## config.mk

```make
export PLATFORM = sky130hd
export DESIGN_NAME = sha_pad_ctrl
export DESIGN_NICKNAME = d
export VERILOG_FILES = /design/src/rtl/sha_pad_ctrl.sv
export SDC_FILE = /design/constraint.sdc
export NUM_CORES = 2
export LEC_CHECK = 0
export CAP_MARGIN = 40
export CORE_AREA = 2 2 509 511
export DETAILED_ROUTE_END_ITERATION = 10
export DIE_AREA = 0 0 511 513
export SLEW_MARGIN = 20
export SYNTH_ARGS = -nofsm -noshare
export SYNTH_HDL_FRONTEND = slang
export SYNTH_SLANG_ARGS = --single-unit
export TNS_END_PERCENT = 100
```

## constraint.sdc

```tcl
create_clock -name clk -period 6 [get_ports clk]
set_input_delay 1.2 -clock clk [delete_from_list [all_inputs] [get_ports clk]]
set_output_delay 1.2 -clock clk [all_outputs]
set_load 0.02 [all_outputs]
```

## src/rtl/sha_pad_ctrl.sv

```systemverilog
// SHA-256 message padding and block sequencer: packs 32-bit message words into
// 512-bit blocks, appends the 0x80 marker and 64-bit length, and chains core results.
module sha_pad_ctrl #(
  parameter int CORE_SETTLE = 1
) (
  input  logic         clk,
  input  logic         reset_n,
  input  logic         msg_valid,
  output logic         msg_ready,
  input  logic [31:0]  msg_data,
  input  logic         msg_last,
  input  logic [1:0]   msg_last_bytes,
  output logic         first_state,
  output logic [255:0] initial_state,
  output logic [511:0] message_block,
  input  logic         status,
  input  logic [255:0] hash,
  input  logic         valid_block,
  output logic [255:0] digest,
  output logic         digest_valid
);

  typedef enum logic [2:0] {IDLE, FILL, PAD, LAUNCH, SETTLE, WAIT_CORE, DONE} state_t;

  localparam logic [255:0] IV =
    256'h5be0cd19_1f83d9ab_9b05688c_510e527f_a54ff53a_3c6ef372_bb67ae85_6a09e667;
  localparam logic [15:0] SETTLE_LAST = (CORE_SETTLE > 0) ? 16'(CORE_SETTLE - 1) : 16'd0;

  state_t            state;
  logic [15:0][31:0] blk_w;      // blk_w[15] is word 0
  logic [15:0][31:0] pad_blk;
  logic [3:0]        widx;
  logic [3:0]        mark_idx;   // word index holding (or due to hold) the 0x80 marker
  logic              mark_pend;  // marker word 0x80000000 still to be written at mark_idx
  logic              len_only;   // next PAD builds the zero block carrying only the length
  logic              final_blk;
  logic              ret_pad;
  logic [63:0]       bitcnt;
  logic [15:0]       settle_cnt;
  logic [255:0]      chain;

  logic        start;
  logic        accept;
  logic        full_last;
  logic        pad_final;
  logic [3:0]  cur_idx;
  logic [63:0] cnt_base;
  logic [5:0]  word_bits;
  logic [31:0] last_word;

  assign msg_ready     = (state == IDLE) || (state == FILL) || (state == DONE);
  assign accept        = msg_valid && msg_ready;
  assign start         = (state == IDLE) || (state == DONE);
  assign cur_idx       = start ? 4'd0 : widx;
  assign cnt_base      = start ? 64'd0 : bitcnt;
  assign full_last     = msg_last && (msg_last_bytes == 2'd0);
  assign message_block = blk_w;
  assign initial_state = chain;

  always_comb begin
    word_bits = 6'd32;
    if (msg_last && msg_last_bytes != 2'd0)
      word_bits = {1'b0, msg_last_bytes, 3'b000};
  end

  always_comb begin
    last_word = msg_data;
    case (msg_last_bytes)
      2'd1:    last_word = {msg_data[31:24], 8'h80, 16'h0000};
      2'd2:    last_word = {msg_data[31:16], 8'h80, 8'h00};
      2'd3:    last_word = {msg_data[31:8], 8'h80};
      default: last_word = msg_data;
    endcase
  end

  // Words past the marker are zeroed; the length goes in 14/15 only if the marker sits below 14.
  always_comb begin
    pad_blk   = blk_w;
    pad_final = len_only || (mark_idx < 4'd14);
    for (int j = 0; j < 16; j++) begin
      if (len_only) begin
        if (j == 14)      pad_blk[15-j] = bitcnt[63:32];
        else if (j == 15) pad_blk[15-j] = bitcnt[31:0];
        else              pad_blk[15-j] = 32'h0;
      end else if (mark_pend && 4'(j) == mark_idx) begin
        pad_blk[15-j] = 32'h8000_0000;
      end else if (4'(j) > mark_idx) begin
        if (j == 14)                          pad_blk[15-j] = bitcnt[63:32];
        else if (j == 15 && mark_idx < 4'd14) pad_blk[15-j] = bitcnt[31:0];
        else                                  pad_blk[15-j] = 32'h0;
      end
    end
  end

  always_ff @(posedge clk or negedge reset_n) begin
    if (!reset_n) begin
      state        <= IDLE;
      blk_w        <= '0;
      widx         <= 4'd0;
      mark_idx     <= 4'd0;
      mark_pend    <= 1'b0;
      len_only     <= 1'b0;
      final_blk    <= 1'b0;
      ret_pad      <= 1'b0;
      bitcnt       <= 64'd0;
      settle_cnt   <= 16'd0;
      chain        <= IV;
      digest       <= '0;
      digest_valid <= 1'b0;
      first_state  <= 1'b0;
    end else begin
      first_state <= 1'b0;
      case (state)
        IDLE, FILL, DONE: begin
          if (accept) begin
            if (start) begin
              digest_valid <= 1'b0;
              chain        <= IV;
            end
            bitcnt <= cnt_base + 64'(word_bits);
            widx   <= cur_idx + 4'd1;
            if (!msg_last) begin
              blk_w[~cur_idx] <= msg_data;
              if (cur_idx == 4'd15) begin
                state       <= LAUNCH;
                first_state <= 1'b1;
                ret_pad     <= 1'b0;
                final_blk   <= 1'b0;
              end else begin
                state <= FILL;
              end
            end else begin
              blk_w[~cur_idx] <= last_word;
              len_only        <= 1'b0;
              if (!full_last) begin
                mark_idx  <= cur_idx;
                mark_pend <= 1'b0;
                state     <= PAD;
              end else begin
                // A full final word pushes the marker to the next index, maybe the next block.
                mark_idx  <= cur_idx + 4'd1;
                mark_pend <= 1'b1;
                if (cur_idx == 4'd15) begin
                  state       <= LAUNCH;
                  first_state <= 1'b1;
                  ret_pad     <= 1'b1;
                  final_blk   <= 1'b0;
                end else begin
                  state <= PAD;
                end
              end
            end
          end
        end
        PAD: begin
          blk_w       <= pad_blk;
          final_blk   <= pad_final;
          mark_pend   <= 1'b0;
          if (!pad_final) begin
            len_only <= 1'b1;
            ret_pad  <= 1'b1;
          end
          state       <= LAUNCH;
          first_state <= 1'b1;
        end
        LAUNCH: begin
          settle_cnt <= 16'd0;
          state      <= SETTLE;
        end
        SETTLE: begin
          if (settle_cnt >= SETTLE_LAST) state <= WAIT_CORE;
          else                           settle_cnt <= settle_cnt + 16'd1;
        end
        WAIT_CORE: begin
          if (status && valid_block) begin
            for (int i = 0; i < 8; i++)
              chain[32*i +: 32] <= hash[255-32*i -: 32];
            if (final_blk) begin
              digest       <= hash;
              digest_valid <= 1'b1;
              state        <= DONE;
            end else begin
              state <= ret_pad ? PAD : FILL;
            end
          end
        end
        default: state <= IDLE;
      endcase
    end
  end

endmodule

```

==> impl_metrics.toml <==
[placed_design]
dp.final_hpwl_mm = 192
dp_slack_ns = 1.44
globalplace.congestion = 0.932
port-buffer-count = 1322

[final_layout]
num-fill-cells = 26800
seqCellArea_um2 = 27700
final_common_cell = "clkdlybuf4s50_1"
layout_common_cells = "clkdlybuf4s50_1, dfrtp_1, nand2_1"
num-nets-final = 5651
multi_input_comb_area_um2 = 15800
area_growth_syn_to_layout_pct = 49.7
final_layout_size_suffix_gt1_frac = 0.167
post-route-util = 0.262

[worst_hold_path]
hp-class = "input pin to async pin"

[global_routing]
grt.overflow.total = 0
grt_pass1_wl_mm = 335
grt_max_degree = 142
antenna_found_initial = 45
grt_pass1_vias = 37700
groute.usage.overall = 0.183

[clock_tree]
max-clock-path-buffers = 3
cts_resized = 0
cts.sinks = 1102
cts_tree = "built"
insertion_delay_ns = 0.79
post_cts_buffers = 0
cts_max_level = 4
ctsRootBufferMaster = "clkbuf_16"
path_clk_slew_ns = 0.06
cts_hold_buffers = 0
cts_made_buffers = 137

[yosys]
yosysTopAreaCell = "dfrtp_1"
avgSynthCellArea_um2 = 11.0
synth_cells = 4081
yosys.area_share.simple = 0.120
syn-cell-area_um2 = 44900
synth_area_leaders = "dfrtp_1, mux2_2, dfstp_2, nand2_1, o21ai_0"
ys_ff_latch = 1102
synthAdderAreaFrac = 0.00240
synth_top_area_share = 0.538
synth_edf_count = 0
synthXorXnorAreaFrac = 0.00861
synthArstFlopShare = 1.00
synthesis.nets = 4385
synth_cell_types = 80
synth_top_family_by_area = "compound AO/OA/AOI/OAI gates"
synth_ff_type = "dfrtp_1"
yosysSeqAreaShare = 0.618
synthMuxAreaShare = 0.0927
synth_compound_area_frac = 0.124
yosys_warnings = 0

[timing]
maxSlewHeadroom = 0.287
fin_crit_sh = 0.777
fin_hold_ws_ns = 0.436
setup_viol = 0
rsz0062_at_grt = "false"
final_max_slew_viol_count = 0
period_needed_ns = 4.66
fin_worst_skew_ns = 0.0378
final_hold_viol_count = 0
fin_tns_setup_ns = 0
worst_slew_pin_slew_ns = 1.07
max_freq_mhz = 214
fin_ws_ns = 1.34

[critical_path]
worst_setup_path_start_kind = "flip-flop"
critPathCapture = "bitcnt[51]"
r2r-end = "bitcnt[51]"
worstSetupEndpointType = "flip-flop"
path_class = "flip-flop to flip-flop"
worstPathArrival_ns = 5.34
critPathMaxFanout = 20
reg2reg_from = "state[2]"
startpoint = "state[2]"
r2r.worst_path.cells = 13
worstPathRequired_ns = 6.68
ff2ff_setup_slack_ns = 1.34

[drt]
postRouteAntennaNets = 0
dr_total_vias = 38000
route.detailed.drc = 0
routed_wl_mm = 247
wl_per_cell_um = 27.9
drt_iter0_drc = 3059
vias_per_cell = 4.29
dr.pass1.iters = 7

[job]
maxCapViolCount = 0

[power_and_ir_drop]
power_density_nw_per_um2 = 599
leakage_nw = 27.9
vdd_drop_max_uv = 281
finalPower_w = 0.0403

[floorplanning]
core-area_um2 = 256000
std_cell_rows = 186
io_pins = 1323
die_w_um = 511
dieArea_um2 = 262000
initial_core_util = 0.175
die_height_um = 513

[status]
outcome = "completed"
metrics by stage:
stage / instances / instance area (um2)
2_1_floorplan: 4081 / 44900
3_3_place_gp: 8563 / 62000
3_5_place_dp: 8584 / 62400
4_1_cts: 8833 / 67000
5_1_grt: 8844 / 67200
6_report: 8858 / 67200
synthesized netlist by cell type, drive strengths merged (8+ instances only):
| cell | n |
|---|---|
| a21oi | 74 |
| a22oi | 8 |
| a31oi | 10 |
| a32oi | 8 |
| and3 | 8 |
| buf | 132 |
| clkbuf | 194 |
| dfrtp | 966 |
| dfstp | 136 |
| inv | 18 |
| mux2 | 365 |
| nand2 | 899 |
| nand2b | 8 |
| nand3 | 39 |
| nand4 | 17 |
| nor2 | 276 |
| nor2b | 14 |
| nor3 | 16 |
| nor4 | 8 |
| o211ai | 10 |
| o21ai | 442 |
| o22a | 13 |
| o31ai | 263 |
| o41ai | 25 |
| xnor2 | 16 |
| xor2 | 26 |
report_power, final:
part	leakage (nW)	switching, W	internal, W
Combinational	11.2	0.0121	0.00722
Sequential	14.4	0.00184	0.0106
Clock	2.26	0.00366	0.00489
registers in the layout, indices dropped and copies added, names as in the netlist:
| signal | count |
|---|---|
| len_only | 1 |
| state | 3 |
| initial_state | 256 |
| message_block | 512 |
| digest_valid | 1 |
| ret_pad | 1 |
| widx | 4 |
| mark_pend | 1 |
| bitcnt | 61 |
| final_blk | 1 |
| first_state | 1 |
| digest | 256 |
| mark_idx | 4 |
layout make-up:
type	instances	area share
clock inverters	56	0.00988
inverters	18	0.00101
multi-input cells	2635	0.235
well taps	3384	0.0630
clock buffers	193	0.0589
diodes	17	0.000633
flip-flops and latches	1102	0.413
repair buffers	1453	0.219
worst min-delay path by stage:
stage | start | end | slack, ns
after floorplan | bitcnt[3] | bitcnt[3] | 0.46
after global placement | message_block[486] | message_block[486] | 0.46
after detailed placement | message_block[221] | message_block[221] | 0.46
after CTS | reset_n | message_block[389] | 0.45
after global routing | reset_n | bitcnt[50] | 0.45
final | reset_n | bitcnt[50] | 0.44
worst max-delay path: stages (launching register included):
cell and delay [ns]:
dfrtp_1 0.83, xor2_4 0.56, or2_2 0.43, buf_4 0.34, and2_1 0.17, ha_1 0.16
inv_1 0.06, fa_1 0.41, nor2b_1 0.28, o211ai_1 0.22, buf_4 0.24, nor4_1 0.51
nand2_1 0.12, o31ai_1 0.22
cell families after synthesis:
group,Yosys count
AOI/OAI and AO/OA,896
and+or+nand+nor,1319
muxes,370
DFF,1102
adders and majority gates,8
xor gates and xnor gates,42
buffers and inverters,344
per-layer routing:
metal	vias up	share of wire	wire length (um)	global-route usage
met1	19200	0.45	111000	0.249
met3	302	0.083	20400	0.0533
li1	16700	-	-	-
met2	1820	0.44	109000	0.281
met4	14	0.026	6540	0.0499
met5	-	0.00037	91	0
Power figures use the tool's default switching activity.
